### config.mk
export PLATFORM = sky130hd
export DESIGN_NAME = serial_subtractor_flat
export DESIGN_NICKNAME = d
export VERILOG_FILES = /design/src/rtl/serial_subtractor_pkg.sv /design/src/rtl/serial_subtractor_if.sv /design/src/rtl/serial_subtractor_fs.sv /design/src/rtl/serial_subtractor.sv /design/src/flat_wrapper.sv
export SDC_FILE = /design/constraint.sdc
export NUM_CORES = 1
export LEC_CHECK = 0
export CORE_UTILIZATION = 30
export CTS_CLUSTER_SIZE = 24
export DETAILED_ROUTE_END_ITERATION = 10
export GPL_TIMING_DRIVEN = 0
export PLACE_DENSITY = 0.6
export SKIP_CTS_REPAIR_TIMING = 1
export SLEW_MARGIN = 0
export SYNTH_ARGS = -nofsm -noshare
export SYNTH_HDL_FRONTEND = slang
export SYNTH_SLANG_ARGS = --single-unit
### constraint.sdc
create_clock -name clk -period 1.7 [get_ports clk]
set_input_delay 0.34 -clock clk [delete_from_list [all_inputs] [get_ports clk]]
set_output_delay 0.34 -clock clk [all_outputs]
set_load 0.01 [all_outputs]
### src/rtl/serial_subtractor_pkg.sv
// Shared definitions for the bit-serial subtractor: FSM state encodings.
// Combinational content only; no latency.
// No flow control involved.
package serial_subtractor_pkg;

  // Two-state controller: waiting for a request, or shifting bits through the cell.
  typedef enum logic {
    ST_IDLE  = 1'b0,
    ST_SHIFT = 1'b1
  } state_t;

endpackage

### src/rtl/serial_subtractor_if.sv
// Request/result bundle for the serial subtractor (start/done handshake).
// Signal container only; no latency.
// start is ignored while busy is high; no queueing.
interface serial_subtractor_if #(
  parameter int WIDTH = 8
);
  logic             start;
  logic [WIDTH-1:0] a;
  logic [WIDTH-1:0] b;
  logic             bin;
  logic             busy;
  logic             done;
  logic [WIDTH-1:0] diff;
  logic             bout;

  // Requester side drives operands and sees the result.
  modport master (
    output start, a, b, bin,
    input  busy, done, diff, bout
  );

  // Subtractor side consumes operands and drives the result.
  modport slave (
    input  start, a, b, bin,
    output busy, done, diff, bout
  );
endinterface

### src/rtl/serial_subtractor_fs.sv
// Gate-level full-subtractor cell: d = x - y - bi, bo = borrow out.
// Purely combinational, zero cycles.
// No flow control.
module full_subtractor (
  input  logic x_i,
  input  logic y_i,
  input  logic bi_i,
  output logic d_o,
  output logic bo_o
);

  logic x_xor_y;

  assign x_xor_y = x_i ^ y_i;
  assign d_o     = x_xor_y ^ bi_i;
  // Borrow when x=0,y=1, or when x==y and a borrow comes in.
  assign bo_o    = (~x_i & y_i) | (~x_xor_y & bi_i);

endmodule

### src/rtl/serial_subtractor.sv
// Bit-serial subtractor: diff = a - b - bin mod 2^WIDTH, bout = final borrow.
// Latency: WIDTH shift cycles after the accepting edge, then a one-cycle done pulse.
// start is only sampled while idle; requests during a shift are dropped.
module serial_subtractor #(
  parameter int WIDTH = 8
) (
  input  logic                clk,
  input  logic                rst_n,
  serial_subtractor_if.slave  sub_if
);

  import serial_subtractor_pkg::*;

  localparam int                CW   = $clog2(WIDTH);
  localparam logic [CW-1:0]     LAST = CW'(WIDTH - 1);

  state_t           state_q;
  logic [WIDTH-1:0] a_q;
  logic [WIDTH-1:0] b_q;
  logic             br_q;
  logic [CW-1:0]    count_q;
  logic [WIDTH-1:0] diff_q;
  logic             bout_q;
  logic             busy_q;
  logic             done_q;

  // Next result bit and next borrow come straight from the single cell.
  logic             bit_d;
  logic             br_d;

  full_subtractor u_fs (
    .x_i  (a_q[0]),
    .y_i  (b_q[0]),
    .bi_i (br_q),
    .d_o  (bit_d),
    .bo_o (br_d)
  );

  // Controller, operand shifters, bit counter and registered outputs.
  always_ff @(posedge clk) begin
    if (!rst_n) begin
      state_q <= ST_IDLE;
      a_q     <= '0;
      b_q     <= '0;
      br_q    <= 1'b0;
      count_q <= '0;
      diff_q  <= '0;
      bout_q  <= 1'b0;
      busy_q  <= 1'b0;
      done_q  <= 1'b0;
    end else begin
      done_q <= 1'b0;
      case (state_q)
        ST_IDLE: begin
          // diff/bout keep the previous result until a new op is accepted.
          if (sub_if.start) begin
            a_q     <= sub_if.a;
            b_q     <= sub_if.b;
            br_q    <= sub_if.bin;
            count_q <= '0;
            busy_q  <= 1'b1;
            state_q <= ST_SHIFT;
          end
        end
        ST_SHIFT: begin
          // LSB-first: each new bit enters at the top and walks down.
          diff_q  <= {bit_d, diff_q[WIDTH-1:1]};
          a_q     <= a_q >> 1;
          b_q     <= b_q >> 1;
          br_q    <= br_d;
          count_q <= count_q + 1'b1;
          if (count_q == LAST) begin
            bout_q  <= br_d;
            done_q  <= 1'b1;
            busy_q  <= 1'b0;
            state_q <= ST_IDLE;
          end
        end
        default: state_q <= ST_IDLE;
      endcase
    end
  end

  assign sub_if.busy = busy_q;
  assign sub_if.done = done_q;
  assign sub_if.diff = diff_q;
  assign sub_if.bout = bout_q;

endmodule

### src/flat_wrapper.sv
// flat-port wrapper written by rule: the top's interface ports become plain ports
module serial_subtractor_flat import serial_subtractor_pkg::*;
#(
  parameter int WIDTH = 8
)
  (clk, rst_n, sub_if_start, sub_if_a, sub_if_b, sub_if_bin, sub_if_busy, sub_if_done, sub_if_diff, sub_if_bout);
  serial_subtractor_if #(.WIDTH(WIDTH)) sub_if_i ();
  input  logic clk;
  input  logic rst_n;
  input wire logic [$bits(sub_if_i.start)-1:0] sub_if_start;
  input wire logic [$bits(sub_if_i.a)-1:0] sub_if_a;
  input wire logic [$bits(sub_if_i.b)-1:0] sub_if_b;
  input wire logic [$bits(sub_if_i.bin)-1:0] sub_if_bin;
  output wire logic [$bits(sub_if_i.busy)-1:0] sub_if_busy;
  output wire logic [$bits(sub_if_i.done)-1:0] sub_if_done;
  output wire logic [$bits(sub_if_i.diff)-1:0] sub_if_diff;
  output wire logic [$bits(sub_if_i.bout)-1:0] sub_if_bout;
  assign sub_if_i.start = sub_if_start;
  assign sub_if_i.a = sub_if_a;
  assign sub_if_i.b = sub_if_b;
  assign sub_if_i.bin = sub_if_bin;
  assign sub_if_busy = sub_if_i.busy;
  assign sub_if_done = sub_if_i.done;
  assign sub_if_diff = sub_if_i.diff;
  assign sub_if_bout = sub_if_i.bout;
  serial_subtractor #(.WIDTH(WIDTH)) u_core (.clk(clk), .rst_n(rst_n), .sub_if(sub_if_i));
endmodule
==> reports/metrics.cfg <==
[outcome]
status = completed

[floorplanning]
die-area_um2 = 5052
die_w_um = 71.08
rows = 24
io_pins = 31
core_um2 = 4474
die_h_um = 71.08
start_util_pct = 31.99

[global_route]
grt_use_met1_pct = 16.68
antenna_found_initial = 0
grt_overflow = 0
use_met3_pct = 6.838
grtUsageMet2_pct = 21.58
grt_busiest_layer = met2
grt_pass1_wl_um = 5216
grt_pass1_vias = 1125
track_usage_pct = 13.86
grt_max_degree = 11

[critical_path]
cp.required_ns = 1.36
worstSetupPathType = flip-flop to primary output
r2r_start = u_core.b_q[0]
arrival_ns = 1.21
crit_buf_inv = 1
crit_chain = clkdlybuf4s50_1
cp_top_family = buffers and inverters
r2r_end = u_core.br_q
path_max_fanout = 3
start_kind = flip-flop
reg2reg_slack_ns = 0.42
crit_path_top_delay_cell = clkdlybuf4s50_1
r2r_cells = 4
end_kind = primary output
cp_slowest_stage_delay_ns = 0.56

[detailed_routing]
drc = 0
wirelength_um = 3137
ant_nets = 0
drt_iter0_drc = 48
vias = 1079
wl_per_cell_um = 14.07
drt_first_pass_iters = 6
viasPerCell = 4.839

[synthesis]
syn-instance-count = 133
synth-seq-area-share_pct = 44.76
synth_ff_type = dfxtp_1
synth_top_cell_area_share_pct = 44.76
syn_area_um2 = 1431
synth-edff-count = 0
ys_top_cells_by_count = 32 x dfxtp_1, 25 x mux2i_1, 14 x nor2b_1
ys_types = 22
synth-warning-count = 0
synth.net_count = 157
yosys.cell_count.top_type = dfxtp_1
synth_seq_cells = 32
synthTopCellsByArea = dfxtp_1 45%, mux2i_1 17%, a211oi_2 7.0%
async_flop_share_pct = 0
yosysTopAreaCell = dfxtp_1
syn_area_per_cell_um2 = 10.76

[sta]
rsz0062_at_grt = no
setup_violations = 0
slew_viol_final = 0
clock.fmax_mhz = 644.6
max_slew.worst_pin.slew_ns = 0.6294
slew_headroom_pct = 58.04
min_period_over_period_pct = 91.25
hold_ws_ns = 0.4926
hold_viol_final = 0
fin_crit_ns = 1.551
finalSetupTns_ns = 0
skew_ns = 0.007208

[min_path]
hold_end = u_core.a_q[7]
whs_path_depth = 2
hold_start = u_core.a_q[7]
holdCritPathClass = flip-flop to flip-flop

[power_and_ir_drop]
sequentialPowerShare_pct = 49.3
netSwitchingFraction_pct = 24.22
p_clk_share_pct = 35.5
internal_power_uw = 1261
total_leakage_power_uw = 0.0007603
pwr_density_cell_nw_per_um2 = 881.7
p_switching_uw = 402.9
pwr-share-comb_pct = 15.2
ir_drop_mv = 0.3528

[clocking]
cts_buffers = 5
clock_sinks = 32
cts_tree = built
cts_root_buf = clkbuf_8
cts_buffer_depth = 2
insertion_delay_ns = 0.28
path_clk_slew_ns = 0.06
h-tree-depth = 2

[final_layout]
drive_gt1_share_pct = 13.45
post_layout_nonfiller_instances = 223
final_nets = 194
fill_cells = 441
num_antenna_cells = 0
areaGrowthSynthToFinish_pct = 31.82

[place]
dp.cells = 215
portBuffers = 30
dpl.hpwl_um = 2241
gp_congestion = 0.7422

[job]
cap_violations = 0

layer usage:
layer  up-vias  wire (um)
li1        535          -
met1       508       1419
met2        31       1444
met3         5        228
met4         0         44
met5         -          0
cell usage in the layout, fill, tap and decap left out:
cell type | Yosys | layout
dfxtp_1 | 32 | 32
clkdlybuf4s50_1 | 0 | 30
mux2i_1 | 25 | 25
nor2b_1 | 14 | 14
nor2_1 | 11 | 11
a211oi_1 | 8 | 8
a211oi_2 | 8 | 8
clkbuf_8 | 0 | 6
inv_1 | 4 | 4
buf_2 | 4 | 4
clkbuf_1 | 2 | 4
a21oi_1 | 4 | 4
buf_6 | 3 | 3
or3b_1 | 3 | 3
nand2b_1 | 3 | 3
ha_1 | 3 | 3
nand2_1 | 2 | 2
buf_4 | 1 | 1
a21oi_2 | 1 | 1
and2_1 | 1 | 1
a311oi_1 | 1 | 1
o21bai_1 | 1 | 1
and3_1 | 1 | 1
fa_1 | 1 | 1
power by group through the flow:
| stage | registers (uW) | clock network, uW | logic (uW) |
|---|---|---|---|
| after floorplan | 832 | 0 | 157 |
| after global placement | 833 | 0 | 246 |
| after detailed placement | 836 | 0 | 253 |
| after CTS | 819 | 621 | 255 |
| after global routing | 824 | 669 | 277 |
| final | 819 | 591 | 253 |
per-stage QoR:
stage | area (um2) | worst slack (ns) | util, % | power (uW)
after global placement | 1797 | 0.1357 | 40.16 | 1079
after detailed placement | 1797 | 0.06809 | 40.16 | 1089
final | 1887 | 0.1487 | 42.17 | 1664
after CTS | 1887 | 0.1433 | 42.17 | 1695
after global routing | 1887 | 0.1074 | 42.17 | 1770
after floorplan | 1431 | 0.5461 | - | 988.8
cell families after synthesis:
| family | Yosys count | share of synthesized area [%] |
|---|---|---|
| buffers and inverters | 14 | 5.857 |
| AND/OR/NAND/NOR | 35 | 13.55 |
| flip-flops | 32 | 44.75 |
| AO/OA/AOI/OAI | 23 | 14.34 |
| adder cells (fa/ha/maj) | 4 | 4.021 |
| multiplexers | 25 | 17.48 |
worst max-delay path by stage:
stage,slack (ns),depth (start not counted),startpoint,endpoint
after floorplan,0.55,4,u_core.b_q[0],u_core.br_q
after global placement,0.14,4,rst_n,u_core.state_q
after detailed placement,0.07,5,rst_n,u_core.sub_if.diff[2]
after CTS,0.14,1,u_core.sub_if.diff[7],sub_if_diff[7]
after global routing,0.11,1,u_core.sub_if.diff[7],sub_if_diff[7]
final,0.15,1,u_core.sub_if.diff[7],sub_if_diff[7]
area by class of cell:
cell class | count | area (um2) | area share, %
Buffer | 10 | 68.82 | 3.647
Clock buffer | 8 | 90.09 | 4.775
Inverter | 4 | 15.01 | 0.7958
Multi-Input combinational cell | 87 | 706.9 | 37.47
Sequential cell | 32 | 640.6 | 33.95
Tap cell | 52 | 65.06 | 3.448
Timing Repair Buffer | 30 | 300.3 | 15.92
registers in the layout, indices dropped and copies added, names as in the netlist:
| signal | count |
|---|---|
| u_core.sub_if.busy | 1 |
| u_core.sub_if.diff | 8 |
| u_core.br_q | 1 |
| u_core.b_q | 8 |
| u_core.sub_if.bout | 1 |
| u_core.sub_if.done | 1 |
| u_core.state_q | 1 |
| u_core.count_q | 3 |
| u_core.a_q | 8 |
tightest hold or removal path, stage by stage, from the launching register on:
cell and delay, ns:
dfxtp_1 0.32, mux2i_1 0.07, nor2_1 0.07
Note: power is estimated with default switching activity, not from simulation.
